`src/rtl/player_move_ctrl.sv`:
```
// player_move_ctrl: debounced direction buttons drive a
// small FSM that steps the player sprite once per frame tick.
module player_move_ctrl #(
  parameter int X_W    = 10,
  parameter int Y_W    = 10,
  parameter int X_MIN  = 0,
  parameter int X_MAX  = 620,
  parameter int Y_MIN  = 0,
  parameter int Y_MAX  = 460,
  parameter int X_INIT = 320,
  parameter int Y_INIT = 240,
  parameter int STEP   = 4,
  parameter logic [15:0] DB_CYCLES = 16'd50000
) (
  input  logic           clk,
  input  logic           rst_n,
  input  logic           btn_up,
  input  logic           btn_down,
  input  logic           btn_left,
  input  logic           btn_right,
  input  logic           upEnable_o,
  input  logic           downEnable_o,
  input  logic           leftEnable_o,
  input  logic           rightEnable_o,
  input  logic           frame_tick,
  output logic [X_W-1:0] pos_x,
  output logic [Y_W-1:0] pos_y,
  output logic [1:0]     dir,
  output logic           moving,
  output logic           blocked,
  output logic [15:0]    step_cnt
);

  typedef enum logic [1:0] {
    IDLE    = 2'd0,
    MOVE    = 2'd1,
    BLOCKED = 2'd2
  } stateT;

  localparam logic [X_W:0] xMinW  = (X_W+1)'(X_MIN);
  localparam logic [X_W:0] xMaxW  = (X_W+1)'(X_MAX);
  localparam logic [X_W:0] xStepW = (X_W+1)'(STEP);
  localparam logic [Y_W:0] yMinW  = (Y_W+1)'(Y_MIN);
  localparam logic [Y_W:0] yMaxW  = (Y_W+1)'(Y_MAX);
  localparam logic [Y_W:0] yStepW = (Y_W+1)'(STEP);

  localparam logic [X_W-1:0] xMinN  = X_W'(X_MIN);
  localparam logic [X_W-1:0] xMaxN  = X_W'(X_MAX);
  localparam logic [X_W-1:0] xInitN = X_W'(X_INIT);
  localparam logic [Y_W-1:0] yMinN  = Y_W'(Y_MIN);
  localparam logic [Y_W-1:0] yMaxN  = Y_W'(Y_MAX);
  localparam logic [Y_W-1:0] yInitN = Y_W'(Y_INIT);

  // bit order everywhere: 0 up, 1 down, 2 left, 3 right
  logic [3:0]  btnRaw;
  logic [3:0]  sync0;
  logic [3:0]  sync1;
  logic [3:0]  dbLevel;
  logic [15:0] dbCnt [4];
  logic [3:0]  enVec;
  logic [3:0]  atBound;

  stateT       state;
  stateT       stateNext;
  logic [1:0]  dirNext;
  logic [1:0]  reqDir;
  logic        anyReq;
  logic [1:0]  evalDir;
  logic        permit;
  logic        held;
  logic        doStep;

  logic [X_W:0]   xWide;
  logic [X_W:0]   xSum;
  logic [Y_W:0]   yWide;
  logic [Y_W:0]   ySum;
  logic [X_W-1:0] leftX;
  logic [X_W-1:0] rightX;
  logic [Y_W-1:0] upY;
  logic [Y_W-1:0] downY;
  logic [X_W-1:0] xNext;
  logic [Y_W-1:0] yNext;

  assign btnRaw = {btn_right, btn_left, btn_down, btn_up};
  assign enVec  = {rightEnable_o, leftEnable_o,
                   downEnable_o, upEnable_o};

  // two-flop synchroniser for the raw buttons
  always_ff @(posedge clk or negedge rst_n) begin
    if (!rst_n) begin
      sync0 <= '0;
      sync1 <= '0;
    end else begin
      sync0 <= btnRaw;
      sync1 <= sync0;
    end
  end

  // debounce: adopt synced level after DB_CYCLES stable clocks
  always_ff @(posedge clk or negedge rst_n) begin
    if (!rst_n) begin
      dbLevel <= '0;
      for (int i = 0; i < 4; i++) dbCnt[i] <= '0;
    end else begin
      for (int i = 0; i < 4; i++) begin
        if (sync1[i] != dbLevel[i]) begin
          if (dbCnt[i] == DB_CYCLES - 16'd1) begin
            dbLevel[i] <= sync1[i];
            dbCnt[i]   <= '0;
          end else begin
            dbCnt[i] <= dbCnt[i] + 16'd1;
          end
        end else begin
          dbCnt[i] <= '0;
        end
      end
    end
  end

  // fixed-priority request pick: up > down > left > right
  always_comb begin
    reqDir = 2'd0;
    anyReq = |dbLevel;
    if (dbLevel[0])      reqDir = 2'd0;
    else if (dbLevel[1]) reqDir = 2'd1;
    else if (dbLevel[2]) reqDir = 2'd2;
    else if (dbLevel[3]) reqDir = 2'd3;
  end

  // bound detection and saturating step candidates
  always_comb begin
    atBound[0] = (pos_y == yMinN);
    atBound[1] = (pos_y == yMaxN);
    atBound[2] = (pos_x == xMinN);
    atBound[3] = (pos_x == xMaxN);
    xWide  = {1'b0, pos_x};
    yWide  = {1'b0, pos_y};
    xSum   = xWide + xStepW;
    ySum   = yWide + yStepW;
    leftX  = (xWide >= xMinW + xStepW)
           ? X_W'(xWide - xStepW) : xMinN;
    rightX = (xSum > xMaxW) ? xMaxN : X_W'(xSum);
    upY    = (yWide >= yMinW + yStepW)
           ? Y_W'(yWide - yStepW) : yMinN;
    downY  = (ySum > yMaxW) ? yMaxN : Y_W'(ySum);
  end

  assign evalDir = (state == IDLE) ? reqDir : dir;
  assign permit  = enVec[evalDir] && !atBound[evalDir];
  assign held    = dbLevel[dir];

  // next state and step decision, only on frame_tick
  always_comb begin
    stateNext = state;
    dirNext   = dir;
    doStep    = 1'b0;
    if (frame_tick) begin
      unique case (state)
        IDLE: begin
          if (anyReq) begin
            dirNext = reqDir;
            if (permit) begin
              doStep    = 1'b1;
              stateNext = MOVE;
            end else begin
              stateNext = BLOCKED;
            end
          end
        end
        MOVE: begin
          if (!held)       stateNext = IDLE;
          else if (permit) doStep    = 1'b1;
          else             stateNext = BLOCKED;
        end
        BLOCKED: begin
          if (!held) begin
            stateNext = IDLE;
          end else if (permit) begin
            doStep    = 1'b1;
            stateNext = MOVE;
          end
        end
        default: stateNext = IDLE;
      endcase
    end
  end

  // pick the stepped coordinate for the evaluated direction
  always_comb begin
    xNext = pos_x;
    yNext = pos_y;
    if (doStep) begin
      unique case (evalDir)
        2'd0: yNext = upY;
        2'd1: yNext = downY;
        2'd2: xNext = leftX;
        2'd3: xNext = rightX;
        default: ;
      endcase
    end
  end

  // state, direction, position and step counter registers
  always_ff @(posedge clk or negedge rst_n) begin
    if (!rst_n) begin
      state    <= IDLE;
      dir      <= 2'd0;
      pos_x    <= xInitN;
      pos_y    <= yInitN;
      step_cnt <= '0;
    end else begin
      state <= stateNext;
      dir   <= dirNext;
      pos_x <= xNext;
      pos_y <= yNext;
      if (doStep) step_cnt <= step_cnt + 16'd1;
    end
  end

  assign moving  = (state == MOVE);
  assign blocked = (state == BLOCKED);

endmodule

```
`config.mk`:
```
export PLATFORM = sky130hd
export DESIGN_NAME = player_move_ctrl
export DESIGN_NICKNAME = d
export VERILOG_FILES = /design/src/rtl/player_move_ctrl.sv
export SDC_FILE = /design/constraint.sdc
export NUM_CORES = 1
export LEC_CHECK = 0
export CAP_MARGIN = 20
export CELL_PAD_IN_SITES_DETAIL_PLACEMENT = 1
export CELL_PAD_IN_SITES_GLOBAL_PLACEMENT = 2
export CORE_MARGIN = 4
export CORE_UTILIZATION = 37
export CTS_CLUSTER_DIAMETER = 40
export CTS_CLUSTER_SIZE = 28
export DETAILED_ROUTE_END_ITERATION = 8
export HOLD_SLACK_MARGIN = 0.02
export PLACE_DENSITY = 0.91
export SLEW_MARGIN = 20
export SYNTH_ARGS = -nofsm -noshare
export SYNTH_HDL_FRONTEND = slang
export SYNTH_SLANG_ARGS = --single-unit
```
`constraint.sdc`:
```
create_clock -name clk -period 3.8 [get_ports clk]
set_input_delay 0.57 -clock clk [delete_from_list [all_inputs] [get_ports clk]]
set_output_delay 0.57 -clock clk [all_outputs]
set_load 0.05 [all_outputs]
```
==> out/qor.txt <==
Gr ovfl total - 0
Peak VDD IR - 0.000332 V
R2R depth - 8
Top Layer Used - met5
CTS Sinks - 112
Final setup fails - 0
Total Routing Usage GR - 16.9%
Detail-routed via count per cell - 5.48
FF-to-FF End - step_cnt[1]$_DFFE_PN0P_
Largest net degree at the start of global routing - 66
CTS tree - built
Synthesis-stage register bit count - 112
DRT iter0 DRCs - 299
Hold Crit Class - primary input to async pin
Antenna viol nets, final - 0
First-pass GRT wire length - 27800 um
Vias in the first global route - 5602
Metal-1 WL - 7330 um
RSZ-0062 raised after global routing - no
Fin worst setup slack - 688 ps
Setup crit end kind - flop
Hold_buf cts - 0
Worst Path Arrival - 3360 ps
Worst EP required - 4050 ps
Placement Setup Slack - 661 ps
DRC - 0
Cell count after placement - 945
Nets@finish - 761
Setup Fix Bufs, Post-CTS - 0
Hold Fails Final Rpt - 0
Worst Path Class, Setup - flop to flop
Critical R2R Launch - state[0]$_DFFE_PN0P_
Filler cell count - 1969
Vias - 5270
PwrDens - 481 nW/um^2
FF-to-FF setup slack - 690 ps
Total Power - 3.58 mW
Cell taking the most area after synthesis - dfrtp_1
Cells after Synth - 700
Least-Margin Pin Slew - 859 ps
Async SR Flop Fraction - 100%
Main synth FF type - dfrtp_1
Cell Count, Final, Fillers Out - 961
PostCTS Resize Cnt - 0
Die outline height - 140 um
Lkg Pwr - 3.00 nW
Cell Area, Synth - 6480 um^2
Initial antenna violation count - 1
Max-slew headroom - 42.8%
Area delta synth->final - 14.7%
Crit path launch type - flop
Initial Util - 37.6%
CTS Root Cell - clkbuf_16
Worst-path clk slew - 80 ps
Synth unique cells - 76
Clk buf depth - 2
Die Wd - 140 um
Final core occ - 43.1%
Fmax - 0.321 GHz
Setup Skew - 9.88 ps
Max Cap Violations - 0
Met3 WL post-DR - 464 um
Core Rows - 48
H-tree levels - 3
Synth area leaders - dfrtp_1 41%, nor2_1 6.5%, xnor2_1 6.1%, xor2_1 4.6%, ha_1 3.7%
Routability cong. - 0.851
Share of Yosys cell area claimed by the top area cell type - 40.9%
Syn_area_per_cell - 9.26 um^2
Setup TNS Final - 0 ps
Met2 wire length - 8110 um
Worst-Skew Late Latency - 360 ps
CTS buffer count - 9
Final Cycle Share - 81.9%
Sequential share of the synthesized area - 43.4%
Antenna cell count - 0
Layout cells sized above 1 - 6.93%
Min Tclk post-route - 3110 ps
Half-perimeter wire length after placement - 11700 um
Core area - 17200 um^2
Status - completed
DR WL/cell - 16.9 um
Crit Path Max Fanout - 18
Final WL - 16200 um
I/O pins - 51
YS warnings - 0
DRT Pass-1 Iters - 4
Full die area - 19700 um^2
PortBufs - 46
Fin. max-slew vios - 0
EDFF count, synth - 0
-- cell type report --
class	count	area (um^2)	area share, %
multi-input cells	536	3440	46.3
clock buffers	9	225	3.03
repair buffers	50	500	6.74
flip-flops and latches	112	2810	37.8
well taps	225	282	3.79
inverters	22	82.6	1.11
clock inverters	7	88.8	1.20
-- per-layer routing --
metal  vias to the layer above  GRT usage (%)
li1                       2508              -
met1                      2658           21.5
met2                        79           29.3
met3                        23           3.41
met4                         2           4.74
met5                         -              0
-- worst max-delay path, cell delays in order (launching register included) --
cell	delay [ps]
dfrtp_1	460
inv_1	100
ha_1	280
nor2b_1	190
a221o_1	500
mux2i_4	290
nor3_4	590
o21ai_1	220
mux2_1	360
-- registers in the layout, summed over array words and instances, names as in the netlist --
signal	flops
step_cnt	16
pos_y	8
dbCnt	64
sync0	4
dbLevel	4
pos_x	8
sync1	4
dir	2
state	2
-- power by group --
| group | switching (mW) | internal (mW) | leakage, nW |
|---|---|---|---|
| clock network | 0.483 | 0.528 | 0.155 |
| registers | 0.169 | 1.28 | 1.49 |
| logic | 0.720 | 0.395 | 1.35 |
| total | 1.37 | 2.20 | 3.00 |
-- cells in the mapped netlist (4+ instances only) --
cell type,count
a21oi_1,16
a31oi_1,9
and2_1,8
and3_1,19
buf_4,6
clkbuf_1,24
dfrtp_1,106
dfstp_2,6
ha_1,19
inv_1,22
mux2_2,4
nand2_1,55
nand3_1,30
nand4_1,23
nor2_1,112
nor2b_1,8
nor3_1,21
nor4b_1,6
o2111ai_1,5
o211ai_1,5
o21ai_0,19
o21ai_1,6
o31ai_1,4
or2_2,4
or3_1,6
or4_1,6
xnor2_1,45
xor2_1,34
-- cells by family (layout without fill, tap and decap cells) --
kind of cell | Yosys count | count (layout) | share of synthesized area, %
xor gates and xnor gates | 79 | 79 | 10.7
AOI/OAI and AO/OA | 107 | 107 | 12.1
DFF | 112 | 112 | 43.4
adders and majority gates | 19 | 19 | 3.67
and+or+nand+nor | 317 | 317 | 24.3
muxes | 10 | 10 | 2.22
other | 1 | 4 | 0.0579
buffers and inverters | 55 | 88 | 3.69
-- stage by stage --
stage | cell area [um^2] | hold slack, ps
global route | 7430 | 374
finish | 7430 | 331
global placement | 7120 | 334
floorplan | 6490 | 274
CTS | 7430 | 356
detailed placement | 7120 | 340
-- placed cells by master (no fill, tap or decap), drive strengths merged, types with 4 or more instances in the layout --
master and n:
xor2 34, a21oi 17, or2 6, a31oi 10
inv 25, o21ai 25, clkbuf 9, or3 6
xnor2 45, nor2b 8, mux2 5, nor2 112
o211ai 5, o2111ai 7, o31ai 4, nor4b 6
mux2i 4, and2 8, nand2 55, buf 5
nor3 23, dfstp 6, ha 19, nand3 30
nand4 23, conb 4, dfrtp 106, or4 7
clkdlybuf4s50 45, and3 19
-- worst max path at each step --
| stage | start | end | cells after the start |
|---|---|---|---|
| floorplan | pos_x[2]$_DFFE_PN0P_ | state[0]$_DFFE_PN0P_ | 9 |
| global placement | state[0]$_DFFE_PN0P_ | step_cnt[1]$_DFFE_PN0P_ | 8 |
| detailed placement | state[0]$_DFFE_PN0P_ | step_cnt[1]$_DFFE_PN0P_ | 8 |
| CTS | state[0]$_DFFE_PN0P_ | step_cnt[1]$_DFFE_PN0P_ | 8 |
| global route | state[0]$_DFFE_PN0P_ | step_cnt[1]$_DFFE_PN0P_ | 8 |
| finish | state[0]$_DFFE_PN0P_ | step_cnt[1]$_DFFE_PN0P_ | 8 |
No activity file was read; power rests on OpenSTA's default activity.
